File: config.mk
export PLATFORM = sky130hd
export DESIGN_NAME = fifo_read_packer
export DESIGN_NICKNAME = d
export VERILOG_FILES = /design/src/rtl/cdc_fifo_pkg.sv /design/src/rtl/fifo_pop_tracker.sv /design/src/rtl/fifo_read_packer.sv
export SDC_FILE = /design/constraint.sdc
export NUM_CORES = 1
export LEC_CHECK = 0
export ABC_CLOCK_PERIOD_IN_PS = 2100
export CORE_MARGIN = 4
export CORE_UTILIZATION = 51
export DETAILED_ROUTE_END_ITERATION = 6
export PLACE_DENSITY = 0.78
export SYNTH_ARGS = -nofsm -noshare
export SYNTH_HDL_FRONTEND = slang
export SYNTH_HIERARCHICAL = 1
export SYNTH_SLANG_ARGS = --single-unit
File: constraint.sdc
create_clock -name read_clk -period 2.1 [get_ports read_clk]
set_clock_uncertainty 0.15 [all_clocks]
set_input_delay 0.21 -clock read_clk [delete_from_list [all_inputs] [get_ports read_clk]]
set_output_delay 0.21 -clock read_clk [all_outputs]
set_load 0.02 [all_outputs]
File: src/rtl/cdc_fifo_pkg.sv
// Constants shared by the CDC FIFO and its read-side packer, plus the packed word/keep pair.
package cdc_fifo_pkg;

  localparam int FIFO_DATA_W       = 8;
  localparam int PACK_BYTES        = 4;
  localparam int FIFO_READ_LATENCY = 2;

  typedef struct packed {
    logic [FIFO_DATA_W*PACK_BYTES-1:0] data;
    logic [PACK_BYTES-1:0]             keep;
  } packed_word_t;

endpackage

File: src/rtl/fifo_pop_tracker.sv
// Issues FIFO pops and tracks them through the read-data latency; byte_land marks the cycle a popped
// byte is on read_data_in. The inflight output exists only when PACKER_TIMEOUT_EN is defined.
module fifo_pop_tracker
  import cdc_fifo_pkg::*;
#(
  parameter int BYTES_PER_WORD = PACK_BYTES,
  parameter int READ_LATENCY   = FIFO_READ_LATENCY
) (
  input  logic                                  read_clk,
  input  logic                                  read_rst,
  input  logic                                  empty_in,
  input  logic [$clog2(BYTES_PER_WORD+1)-1:0]   asm_count,
  output logic                                  read_enable_out,
  output logic                                  byte_land
`ifdef PACKER_TIMEOUT_EN
  ,
  output logic [$clog2(READ_LATENCY+1)-1:0]     inflight
`endif
);

  localparam int IW = $clog2(READ_LATENCY + 1);

  logic [READ_LATENCY-1:0] pipe_reg;
  logic [IW-1:0]           inflight_cnt;
  logic                    pop;

  always_comb begin
    inflight_cnt = '0;
    for (int i = 0; i < READ_LATENCY; i++) begin
      inflight_cnt = inflight_cnt + IW'(pipe_reg[i]);
    end
  end

  // pipe_reg[0] is last cycle's pop, which keeps pops off consecutive cycles
  // so the stale empty flag can never cause an over-read.
  assign pop = !read_rst && !empty_in && !pipe_reg[0]
               && ((int'(asm_count) + int'(inflight_cnt)) < BYTES_PER_WORD);

  generate
    if (READ_LATENCY == 1) begin : g_pipe_one
      always_ff @(posedge read_clk) begin
        if (read_rst) pipe_reg <= '0;
        else          pipe_reg <= pop;
      end
    end else begin : g_pipe_many
      always_ff @(posedge read_clk) begin
        if (read_rst) pipe_reg <= '0;
        else          pipe_reg <= {pipe_reg[READ_LATENCY-2:0], pop};
      end
    end
  endgenerate

  assign read_enable_out = pop;
  assign byte_land       = pipe_reg[READ_LATENCY-1];
`ifdef PACKER_TIMEOUT_EN
  assign inflight        = inflight_cnt;
`endif

endmodule

File: src/rtl/fifo_read_packer.sv
// Pops bytes from the CDC FIFO read port and packs BYTES_PER_WORD of them into a valid/ready word.
// Define PACKER_TIMEOUT_EN to flush partial words after TIMEOUT_CYCLES idle cycles.
module fifo_read_packer
  import cdc_fifo_pkg::*;
#(
  parameter int DATA_W         = FIFO_DATA_W,
  parameter int BYTES_PER_WORD = PACK_BYTES,
  parameter int READ_LATENCY   = FIFO_READ_LATENCY,
  parameter int TIMEOUT_CYCLES = 16
) (
  input  logic                             read_clk,
  input  logic                             read_rst,
  input  logic                             empty_in,
  input  logic [DATA_W-1:0]                read_data_in,
  output logic                             read_enable_out,
  output logic [DATA_W*BYTES_PER_WORD-1:0] m_data,
  output logic [BYTES_PER_WORD-1:0]        m_keep,
  output logic                             m_valid,
  input  logic                             m_ready
);

  localparam int CW = $clog2(BYTES_PER_WORD + 1);
  localparam int WW = DATA_W * BYTES_PER_WORD;

  if (BYTES_PER_WORD < 2 || READ_LATENCY < 1 || TIMEOUT_CYCLES < 1) begin : g_param_check
    $error("fifo_read_packer: invalid parameter set");
  end

  logic [DATA_W-1:0]         lane_reg  [BYTES_PER_WORD];
  logic [DATA_W-1:0]         lane_next [BYTES_PER_WORD];
  logic [CW-1:0]             asm_count_reg, asm_count_next;
  logic [BYTES_PER_WORD-1:0] keep_next;
  logic [WW-1:0]             word_next;
  logic [WW-1:0]             m_data_reg;
  logic [BYTES_PER_WORD-1:0] m_keep_reg;
  logic                      m_valid_reg;
  logic                      byte_land, slot_free, transfer_full, timeout_flush, load;
`ifdef PACKER_TIMEOUT_EN
  logic [$clog2(READ_LATENCY+1)-1:0] inflight;
`endif

  fifo_pop_tracker #(
    .BYTES_PER_WORD (BYTES_PER_WORD),
    .READ_LATENCY   (READ_LATENCY)
  ) u_tracker (
    .read_clk        (read_clk),
    .read_rst        (read_rst),
    .empty_in        (empty_in),
    .asm_count       (asm_count_reg),
    .read_enable_out (read_enable_out),
    .byte_land       (byte_land)
`ifdef PACKER_TIMEOUT_EN
    ,
    .inflight        (inflight)
`endif
  );

  assign asm_count_next = asm_count_reg + CW'(byte_land);
  assign slot_free      = !m_valid_reg || m_ready;
  // A landing byte joins this cycle's transfer only when it completes the word.
  assign transfer_full  = (int'(asm_count_next) == BYTES_PER_WORD) && slot_free;
  assign load           = transfer_full || timeout_flush;

  // keep_next doubles as the partial-flush mask: a full word marks every lane.
  generate
    for (genvar gi = 0; gi < BYTES_PER_WORD; gi++) begin : g_lane
      assign lane_next[gi] = (byte_land && asm_count_reg == CW'(gi)) ? read_data_in : lane_reg[gi];
      assign keep_next[gi] = CW'(gi) < asm_count_next;
      assign word_next[gi*DATA_W +: DATA_W] = keep_next[gi] ? lane_next[gi] : '0;

      always_ff @(posedge read_clk) begin
        if (read_rst) lane_reg[gi] <= '0;
        else          lane_reg[gi] <= lane_next[gi];
      end
    end
  endgenerate

`ifdef PACKER_TIMEOUT_EN
  localparam int TW = $clog2(TIMEOUT_CYCLES + 1);
  logic [TW-1:0] idle_cnt_reg;
  logic          partial_idle;

  assign partial_idle  = (asm_count_reg != '0) && (int'(asm_count_reg) < BYTES_PER_WORD)
                         && (inflight == '0) && !read_enable_out;
  assign timeout_flush = partial_idle && (idle_cnt_reg == TW'(TIMEOUT_CYCLES)) && slot_free;

  // Saturates at the threshold so a blocked flush fires as soon as the slot frees.
  always_ff @(posedge read_clk) begin
    if (read_rst || !partial_idle || timeout_flush) idle_cnt_reg <= '0;
    else if (idle_cnt_reg != TW'(TIMEOUT_CYCLES))    idle_cnt_reg <= idle_cnt_reg + TW'(1);
  end
`else
  assign timeout_flush = 1'b0;
`endif

  always_ff @(posedge read_clk) begin
    if (read_rst) begin
      asm_count_reg <= '0;
      m_data_reg    <= '0;
      m_keep_reg    <= '0;
      m_valid_reg   <= 1'b0;
    end else begin
      asm_count_reg <= load ? '0 : asm_count_next;
      if (load) begin
        m_data_reg  <= word_next;
        m_keep_reg  <= keep_next;
        m_valid_reg <= 1'b1;
      end else if (m_ready) begin
        m_valid_reg <= 1'b0;
      end
    end
  end

  assign m_data  = m_data_reg;
  assign m_keep  = m_keep_reg;
  assign m_valid = m_valid_reg;

endmodule
==> flow_summary.toml <==
[setup_path]
start_kind = "register"
worstReg2RegStart = "asm_count_reg[0]$_SDFF_PP0_"
reg2reg_depth = 6
crit_path_end_kind = "output pin"
cp.arrival_ns = 1.63
path_max_fanout = 6
crit_type = "reg -> out"
r2r_setup_slack_ns = 0.15
worstReg2RegEnd = "m_data[27]$_SDFFE_PP0P_"
crit_required_ns = 1.74

[global_route]
antenna_found_initial = 0
grt_pass1_vias = 2102
overflow = 0
grt_pass1_wl_um = 10000
grt.total_usage_pct = 20.2
grt_max_degree = 74

[floorplanning]
die_w_um = 81.1
num_io_pins = 50
start_util_pct = 53.0
dieArea_um2 = 6570
die_h_um = 81.1
num_rows = 26
core_um2 = 5140

[yosys]
synth_top_area_cell = "dfxtp_1"
ys.flop_type = "dfxtp_1"
synthCells = 259
syn_nets = 274
syn_area_um2 = 2720
synth_top_area_share_pct = 54.4
synth_common_cells = "dfxtp_1, nor2_1, a31oi_1, mux2i_1, a211oi_1"
avgSynthCellArea_um2 = 10.5
synth_edf_count = 0
synth.distinct_cells = 25
synth-async-reset-ratio_pct = 0
seq_area_frac_synth_pct = 54.4
synthTopCellsByArea = "dfxtp_1, mux2i_1, a211oi_1"
ys_seq_elements = 74
yosys.cell_count.top_type = "dfxtp_1"
yosysWarningCount = 6

[sta]
maxSlewHeadroom_pct = 52.1
setup_viol_count_final = 0
finalSetupTns_ns = 0
max_freq_ghz = 0.502
worst_slack_ns = 0.108
rsz0062_at_grt = "false"
tightestPinTransition_ns = 0.719
hold_viol = 0
whs_ns = 0.297
min_period_ns = 1.99
slew_violations = 0
timing.final.crit_share_pct = 94.9

[final_layout]
diodes = 0
drive_gt1_share_pct = 12.5
layout.cells.non_filler = 383
areaGrowthSynthToFinish_pct = 29.2
fin_nets = 324

[routing]
dr.pass1.iters = 4
ant_nets = 0
routedWlPerCell_um = 16.1
vias_per_cell = 5.53
drcViolationCount = 0
dr_total_vias = 2117
dr.first_iter.drc_count = 159
drt_wl_total_um = 6150

[placed_design]
dp.cells = 367
port_buffers = 49
place_ws_ns = -0.186
gp_congestion = 0.781
detailed_place_hpwl_um = 3960

[hold_path]
min_from = "m_keep[1]$_SDFFE_PP0P_"
holdPathStages = 2
min_to = "m_keep[1]$_SDFFE_PP0P_"
hp-class = "reg -> reg"

[pwr]
power_density_nw_per_um2 = 768
internal_power_w = 0.00212
power_leakage_nw = 1.25
p_total_w = 0.00270
power_frac_clock_pct = 42.9
ir_worst_vdd_v = 0.000545
pwr-share-comb_pct = 4.6
p_sw_w = 0.000587
seq_power_share_pct = 52.5
switching_share_pct = 21.7

[clock_network]
cts.sinks = 74
numCtsBuffers = 9
htreeDepth = 3
path_clk_slew_ns = 0.07
clk_latency_ns = 0.33
cts-root-buf = "clkbuf_8"
tritoncts = "yes"
cts_buffer_depth = 2

[job]
cap_violations = 0

[status]
status = "completed"
-- critical path: stages (launching register included) --
cell	delay, ns
dfxtp_2	0.36
ha_1	0.30
a21o_1	0.17
a21oi_1	0.15
clkdlybuf4s15_1	0.32
-- cell usage in the layout (no fill, tap or decap), types with 5 or more instances in the layout --
cell             netlist  layout
mux2i_1               32      32
dfxtp_1               74      73
a21oi_1                7       7
a211oi_1              31      31
nor2_1                33      32
inv_1                  5       5
clkdlybuf4s50_1        0      47
clkbuf_8               0       9
buf_4                  5      14
a31oi_1               32      32
-- through the flow --
| stage | util (%) | area, µm² |
|---|---|---|
| after CTS | 68.4 | 3520 |
| after floorplan | - | 2720 |
| after detailed placement | 64.2 | 3300 |
| final | 68.4 | 3520 |
| after global placement | 64.2 | 3300 |
| after global routing | 68.4 | 3520 |
-- worst max path at each step --
| stage | start | slack, ns | endpoint |
|---|---|---|---|
| 2_1_floorplan | asm_count_reg[0]$_SDFF_PP0_ | 0.17 | m_data[31]$_SDFFE_PP0P_ |
| 3_3_place_gp | empty_in | -0.13 | read_enable_out |
| 3_5_place_dp | empty_in | -0.19 | read_enable_out |
| 4_1_cts | asm_count_reg[0]$_SDFF_PP0_ | 0.05 | read_enable_out |
| 5_1_grt | asm_count_reg[0]$_SDFF_PP0_ | 0.02 | read_enable_out |
| 6_report | asm_count_reg[0]$_SDFF_PP0_ | 0.11 | read_enable_out |
-- logic make-up (layout without fill, tap and decap cells) --
| logic type | after synthesis | after routing | share of synthesized area [%] |
|---|---|---|---|
| AO/OA/AOI/OAI | 72 | 72 | 17.9 |
| AND/OR/NAND/NOR | 46 | 46 | 8.00 |
| buffers and inverters | 31 | 85 | 5.93 |
| flip-flops | 74 | 74 | 54.4 |
| XOR/XNOR | 1 | 1 | 0.598 |
| adder cells (fa/ha/maj) | 3 | 3 | 1.38 |
| multiplexers | 32 | 32 | 11.8 |
-- layout make-up --
class / count / area [µm²]
sequential: 74 / 1480
clock inverter: 6 / 82.6
multi-input combinational: 154 / 1100
fill: 449 / 1620
timing repair buffer: 65 / 621
tap: 70 / 87.6
clock buffer: 9 / 124
inverter: 5 / 18.8
-- metal layers --
layer / wire length, µm / vias to the layer above / GRT usage, % / share of wire, %
met5: 0 / - / 0 / 0
met3: 299 / 6 / 5.21 / 4.9
met4: 55 / 0 / 8.11 / 0.89
met2: 2820 / 61 / 31.0 / 46
met1: 2970 / 1007 / 27.1 / 48
li1: - / 1043 / - / -
-- power groups by stage --
stage	combinational [W]	clock (W)	sequential, W
final	0.000125	0.00116	0.00142
after global routing	0.000134	0.00124	0.00142
after CTS	0.000125	0.00118	0.00142
after detailed placement	0.000124	0	0.00145
after global placement	0.000122	0	0.00145
after floorplan	0.0000644	0	0.00145
-- repair_timing --
action	CTS	global route
resized for setup	2	1
setup endpoints to repair	1	1
setup buffers	0	0
hold buffers	1	0
hold endpoints to repair	1	0
Note: power is estimated with default switching activity, not from simulation.
